--- src/rtl/inst_dispatch_ctrl_if.sv ---
// Fetch-to-dispatch handshake plus the registered issue outputs toward the scalar/vector pipes.
// The master side is the fetch/observer end; the slave side is the dispatch controller.
interface inst_dispatch_ctrl_if;
   logic        inst_valid;
   logic [31:0] inst;
   logic        inst_ready;
   logic        flush;
   logic [31:0] inst_s;
   logic [31:0] inst_v;
   logic        inst_selec;
   logic        vec_busy;
   logic [15:0] stall_cnt;

   modport master (
      output inst_valid,
      output inst,
      output flush,
      input  inst_ready,
      input  inst_s,
      input  inst_v,
      input  inst_selec,
      input  vec_busy,
      input  stall_cnt
   );

   modport slave (
      input  inst_valid,
      input  inst,
      input  flush,
      output inst_ready,
      output inst_s,
      output inst_v,
      output inst_selec,
      output vec_busy,
      output stall_cnt
   );
endinterface

--- src/rtl/inst_dispatch_ctrl.sv ---
// Issue scheduler: classifies each fetched instruction and issues it to the scalar or vector pipe,
// holding off a second vector op until the vector unit reaches its last busy cycle.
module inst_dispatch_ctrl #(
   parameter int unsigned VEC_LAT = 4,
   parameter logic [31:0] NOP_S   = 32'h2000_0000,
   parameter logic [31:0] NOP_V   = 32'h1C00_0000,
   parameter logic [11:0] ADDI_HI = 12'h200
) (
   input  logic clk,
   input  logic rst,
   inst_dispatch_ctrl_if.slave bus
);

   localparam int CW = $clog2(VEC_LAT + 1);
   localparam logic [CW-1:0] CNT_LOAD = CW'(VEC_LAT);
   localparam logic [CW-1:0] CNT_ONE  = CW'(1);

   typedef enum logic {IDLE, VBUSY} state_t;

   state_t        state;
   logic [CW-1:0] vec_cnt;
   logic          is_vec;
   logic          accept;
   logic          vec_accept;
   logic          stall_evt;

   // Opcodes 100 and 101 share the prefix 10, so a two-bit compare classifies vector ops.
   assign is_vec         = (bus.inst[31:30] == 2'b10);
   assign bus.inst_ready = !bus.flush && !(is_vec && (vec_cnt > CNT_ONE));
   assign accept         = bus.inst_valid && bus.inst_ready;
   assign vec_accept     = accept && is_vec;
   assign stall_evt      = bus.inst_valid && !bus.inst_ready && !bus.flush;

   // vec_busy is registered from the next count, so it tracks vec_cnt != 0 exactly.
   always_ff @(posedge clk or posedge rst) begin
      if (rst) begin
         state          <= IDLE;
         vec_cnt        <= '0;
         bus.inst_s     <= NOP_S;
         bus.inst_v     <= NOP_V;
         bus.inst_selec <= 1'b0;
         bus.vec_busy   <= 1'b0;
         bus.stall_cnt  <= 16'h0000;
      end else begin
         if (vec_accept) begin
            vec_cnt <= CNT_LOAD;
         end else if (vec_cnt != '0) begin
            vec_cnt <= vec_cnt - CNT_ONE;
         end
         bus.vec_busy <= vec_accept || (vec_cnt > CNT_ONE);

         if (vec_accept) begin
            bus.inst_s     <= {ADDI_HI, bus.inst[19:0]};
            bus.inst_v     <= bus.inst;
            bus.inst_selec <= 1'b1;
         end else if (accept) begin
            bus.inst_s     <= bus.inst;
            bus.inst_v     <= NOP_V;
            bus.inst_selec <= 1'b0;
         end else begin
            bus.inst_s     <= NOP_S;
            bus.inst_v     <= NOP_V;
            bus.inst_selec <= 1'b0;
         end

         if (stall_evt && (bus.stall_cnt != 16'hFFFF)) begin
            bus.stall_cnt <= bus.stall_cnt + 16'h0001;
         end

         case (state)
            IDLE: begin
               if (vec_accept) begin
                  state <= VBUSY;
               end
            end
            VBUSY: begin
               if (!vec_accept && (vec_cnt == CNT_ONE)) begin
                  state <= IDLE;
               end
            end
            default: state <= IDLE;
         endcase
      end
   end

endmodule

--- src/flat_wrapper.sv ---
// flat-port wrapper written by rule: the top's interface ports become plain ports
module inst_dispatch_ctrl_flat 
#(
   parameter int unsigned VEC_LAT = 4,
   parameter logic [31:0] NOP_S   = 32'h2000_0000,
   parameter logic [31:0] NOP_V   = 32'h1C00_0000,
   parameter logic [11:0] ADDI_HI = 12'h200
)
  (clk, rst, bus_inst_valid, bus_inst, bus_flush, bus_inst_ready, bus_inst_s, bus_inst_v, bus_inst_selec, bus_vec_busy, bus_stall_cnt);
  inst_dispatch_ctrl_if bus_i ();
  input  logic clk;
  input  logic rst;
  input wire logic [$bits(bus_i.inst_valid)-1:0] bus_inst_valid;
  input wire logic [$bits(bus_i.inst)-1:0] bus_inst;
  input wire logic [$bits(bus_i.flush)-1:0] bus_flush;
  output wire logic [$bits(bus_i.inst_ready)-1:0] bus_inst_ready;
  output wire logic [$bits(bus_i.inst_s)-1:0] bus_inst_s;
  output wire logic [$bits(bus_i.inst_v)-1:0] bus_inst_v;
  output wire logic [$bits(bus_i.inst_selec)-1:0] bus_inst_selec;
  output wire logic [$bits(bus_i.vec_busy)-1:0] bus_vec_busy;
  output wire logic [$bits(bus_i.stall_cnt)-1:0] bus_stall_cnt;
  assign bus_i.inst_valid = bus_inst_valid;
  assign bus_i.inst = bus_inst;
  assign bus_i.flush = bus_flush;
  assign bus_inst_ready = bus_i.inst_ready;
  assign bus_inst_s = bus_i.inst_s;
  assign bus_inst_v = bus_i.inst_v;
  assign bus_inst_selec = bus_i.inst_selec;
  assign bus_vec_busy = bus_i.vec_busy;
  assign bus_stall_cnt = bus_i.stall_cnt;
  inst_dispatch_ctrl #(.VEC_LAT(VEC_LAT), .NOP_S(NOP_S), .NOP_V(NOP_V), .ADDI_HI(ADDI_HI)) u_core (.clk(clk), .rst(rst), .bus(bus_i));
endmodule
--- config.mk ---
export PLATFORM = sky130hd
export DESIGN_NAME = inst_dispatch_ctrl_flat
export DESIGN_NICKNAME = d
export VERILOG_FILES = /design/src/rtl/inst_dispatch_ctrl_if.sv /design/src/rtl/inst_dispatch_ctrl.sv /design/src/flat_wrapper.sv
export SDC_FILE = /design/constraint.sdc
export NUM_CORES = 1
export LEC_CHECK = 0
export BUFFER_PORTS_ARGS = -buffer_cell sky130_fd_sc_hd__buf_4
export CELL_PAD_IN_SITES_DETAIL_PLACEMENT = 0
export CELL_PAD_IN_SITES_GLOBAL_PLACEMENT = 1
export CORE_MARGIN = 2
export CORE_UTILIZATION = 42
export CTS_BUF_LIST = sky130_fd_sc_hd__clkbuf_4
export CTS_CLUSTER_DIAMETER = 30
export DETAILED_ROUTE_END_ITERATION = 6
export PLACE_DENSITY_LB_ADDON = 0.08
export SLEW_MARGIN = 15
export SYNTH_ARGS = -nofsm -noshare
export SYNTH_HDL_FRONTEND = slang
export SYNTH_SLANG_ARGS = --single-unit
--- constraint.sdc ---
create_clock -name clk -period 3.6 [get_ports clk]
set_input_delay 0 -clock clk [delete_from_list [all_inputs] [get_ports clk]]
set_output_delay 0 -clock clk [all_outputs]
set_load 0.01 [all_outputs]
* After elaboration in Yosys (flattened, before gate mapping) *
Index checks and enable logic that the tools add are counted.

storage, ports and cells
  register bits after elaboration = 85
  input bits = 36
  output and inout bits = 83
  word-level logic and storage cells = 30

operators by class
  add/sub/neg operators = 2
  magnitude comparators = 1
  equal/unequal tests = 2
  muxes and demuxes = 6
  reduce and logical (&&, ||, !) cells = 13

operators with widths
  operator                                             number
  2-to-1 mux 32 bit                                    3
  adder 16 x 1 -> 16 bit (second input constant)       1
  != test 16 bit (second input constant)               1
  logical AND 1 bit                                    7
  2-to-1 mux 3 bit                                     2
  > comparator 3 x 1 -> 1 bit (second input constant)  1
  logical NOT 1 bit                                    3
  nonzero test 3 bit                                   1
  subtractor 3 x 1 -> 3 bit (second input constant)    1
  equality test 2 bit (second input constant)          1
  nonzero test 2 bit                                   1
  logical OR 1 bit                                     1
  2-to-1 mux 1 bit                                     1

* Longest topological paths before layout *
  depth after elaboration = 8
  mapped depth = 7
  mapped depth without buffers = 6

* Worst setup path after synthesis *
No wires, ideal clock.

  kind = reg2reg
  start point = register u_core.bus.stall_cnt[6]
  end point = register u_core.bus.stall_cnt[15]
  data arrival time = 1.667 ns
  slack = 1.806 ns
  cell stages (with the launch flop) = 5
  period minus slack after synthesis = 1.794 ns
  cell sequence = dfrtp_1 -> nand4_1 -> or4_4 -> nor3_2 -> mux2_1

between the ends
  cells in the longest elaborated chain, start to end = 2

RTL lines
  what                                                                            RTL line                     source
  from (decl)                                                                     inst_dispatch_ctrl_if.sv:35  output stall_cnt
  from (signal assigned)                                                          inst_dispatch_ctrl.sv:67     bus.stall_cnt <= bus.stall_cnt + 16'h0001;
  parallel branches: the longest is 2 deep, another holds adder 16 x 1 -> 16 bit  n/a

Parallel ways; which one is timed is not known.
A chain may end at the register's enable or synchronous reset.

* Worst setup path after layout *
  start point = register u_core.bus.stall_cnt[0]
  end point = register u_core.bus.stall_cnt[11]

The elaborated chain is that of the path after synthesis.

==> results.yml <==
status:
  status: "finished clean"
clocking:
  h-tree-depth: 3
  clk_pin_slew_ns: 0.13
  cts-hold-fix-buffers: 36
  clock_sinks: 85
  clkLatencyLatePin_ns: 0.41
  post_cts_buffers: 0
  tritoncts: "built"
  cts_resized: 0
  cts_buffer_depth: 2
  numCtsBuffers: 9
  root_buffer: "clkbuf_4"
global_routing:
  grt_pass1_vias: 2393
  grt_max_degree: 50
  gr-total-overflow: 0
  gr-usage-all-layers: 0.180
  grt_pass1_wl_mm: 11.5
  antenna_found_initial: 0
placement:
  place_congestion: 0.752
  hpwlAfterDp_mm: 4.61
  dp_slack_ns: 1.53
  portBuffers: 118
  dp.cells: 454
timing:
  finClkSkew_ns: 0.0165
  finalWorstPathRequiredPeriod_ns: 2.09
  worst_slew_margin_rel: 0.440
  drv_slew: 0
  hold_viol_final: 0
  tns_ns: 0
  setup_viol: 0
  worst_slew_pin_slew_ns: 0.832
  grt_setup_unrepaired: "no"
  period_share: 0.580
  max_clock_freq_mhz: 479
  setup_slack_ns: 1.51
synthesis:
  synth-adder-area-share: 0.0159
  ys_seq_area_frac: 0.678
  synth-compound-area-share: 0.0107
  yosys.area_share.simple: 0.224
  synthXorXnorAreaFrac: 0.0362
  ys_types: 33
  synth_top_family_by_area: "simple AND/OR/NAND/NOR gates"
  yosysWarnings: 0
  ys.flop_type: "dfrtp_1"
  synth_edf_count: 0
  synthArstFlopShare: 1.00
  mappedNetlistArea_um2: 3150
  ys_ff_latch: 85
  yosys-mux-area-fraction: 0.0143
  synth_area_per_cell_um2: 12.9
  netlist_instances: 244
  synth_nets: 284
floorplanning:
  ioPinCount: 119
  fp.dieW_um: 90.6
  start_util: 0.434
  die_y_um: 90.6
  die_area_um2: 8200
  rows: 31
  coreArea_um2: 7250
route:
  ant_nets: 0
  vias: 2360
  wl_per_cell_um: 13.6
  drc: 0
  first_pass_iters: 4
  via_per_inst: 4.67
  wl_mm: 6.89
  drt_iter0_markers: 55
worst_setup_path:
  slowest_delay_ns: 0.71
  path_cells: "ha_1 > nand4_1 > nor4_1 > buf_4 > nor4_1 > xor2_1"
  end_kind: "register"
  worstSetupPathType: "register to register"
  cp_max_fo: 7
  cpMaxStageDelayCell: "nor4_1"
  arrival_ns: 2.37
  start_kind: "register"
  cp.required_ns: 3.89
  cp_common_cell: "nor4_1"
power:
  irDropWorstVdd_uv: 265
  p_per_area_nw_per_um2: 447
  p_leak_uw: 0.00252
finish:
  final_cell_mix: "buf_4, dfrtp_1, dlygate4sd3_1, and2_1, and3_1"
  final_common_cell: "buf_4"
  fin_util: 0.647
  drive_above_1_share: 0.367
  fin_nets: 442
  final_cells: 505
  fillers: 605
  num_antenna_cells: 0
  syn2layout_area_growth_pct: 49.2
hold_path:
  hold_class: "input port to async pin"
flow_run:
  drv_cap: 0
-- registers in the layout, indices dropped and copies added (netlist names) --
| name | cells |
|---|---|
| u_core.bus.inst_s | 32 |
| u_core.bus.vec_busy | 1 |
| u_core.bus.inst_selec | 1 |
| u_core.bus.inst_v | 32 |
| u_core.bus.stall_cnt | 16 |
| u_core.vec_cnt | 3 |
-- through the flow --
step	area (µm²)	power [µW]	hold WS, ns
2_1_floorplan	3150	1270	0.0441
3_3_place_gp	4150	1430	0.126
3_5_place_dp	4150	1430	0.132
4_1_cts	4690	2130	0.214
5_1_grt	4690	2220	0.269
6_report	4690	2100	0.208
-- logic make-up after synthesis --
kind of cell / after synthesis
compound gates: 5
xor+xnor: 13
fa+ha+maj: 4
buf+inv: 15
flops: 85
mux: 4
other cells: 1
simple gates: 117
-- synthesized netlist by cell type, types with 2 or more instances --
cell type,number,area [µm²]
nand2b_1,7,43.8
xnor2_1,2,17.5
nor2_1,5,18.8
buf_2,2,10.0
nand2_1,9,33.8
nand4_1,4,25.0
dfstp_2,4,105
inv_1,4,15.0
clkbuf_1,5,18.8
clkbuf_2,4,20.0
and3_1,29,181
a31oi_1,2,12.5
xor2_1,11,96.3
nand3_1,5,25.0
nor4_1,7,43.8
ha_1,4,50.1
and2_1,32,200
or3_1,6,37.5
dfrtp_1,81,2030
mux2_2,3,33.8
nor2b_1,2,12.5
nor3_1,5,25.0
-- worst paths after layout --
kind / to / slack [ns] / from / depth (start not counted)
worst min-delay path: u_core.bus.inst_s[17]$_DFF_PP0_ / 0.21 / rst / 3
min in group clk: u_core.bus.inst_s[24]$_DFF_PP0_ / 0.26 / bus_inst_valid / 4
worst max-delay path: u_core.bus.stall_cnt[11]$_DFFE_PP0P_ / 1.51 / u_core.bus.stall_cnt[0]$_DFFE_PP0P_ / 6
worst max register to register: u_core.bus.stall_cnt[11]$_DFFE_PP0P_ / 1.51 / u_core.bus.stall_cnt[0]$_DFFE_PP0P_ / 6
worst min register to register: u_core.bus.stall_cnt[0]$_DFFE_PP0P_ / 0.54 / u_core.bus.stall_cnt[0]$_DFFE_PP0P_ / 1
max in group asynchronous: u_core.bus.inst_v[20]$_DFF_PP0_ / 2.36 / rst / 4
-- where the power goes --
part	switching (µW)	internal, µW
registers	45.9	1020
clock network	309	349
logic	183	192
-- layout make-up --
| type | instances | area, µm² | area share |
|---|---|---|---|
| inverters | 4 | 16.3 | 0.00346 |
| clock buffers | 9 | 67.6 | 0.0144 |
| multi-input cells | 144 | 966 | 0.206 |
| well taps | 99 | 124 | 0.0264 |
| clock inverters | 6 | 113 | 0.0240 |
| repair buffers | 158 | 1280 | 0.272 |
| flip-flops and latches | 85 | 2130 | 0.454 |
-- critical path: cells and delay by family (launching register included) --
family	cells	cell delay [ns]
xor gates and xnor gates	1	0.16
adders and majority gates	1	0.20
buffers and inverters	1	0.28
DFF	1	0.42
and+or+nand+nor	3	0.90
-- per-layer routing --
metal | vias to the layer above | GRT usage | part of all wire
met3 | 16 | 0.0334 | 0.040
met1 | 1140 | 0.221 | 0.41
li1 | 1139 | - | -
met5 | - | 0 | 0
met4 | 0 | 0.0962 | 0.029
met2 | 65 | 0.302 | 0.52
No activity file was read; power rests on OpenSTA's default activity.
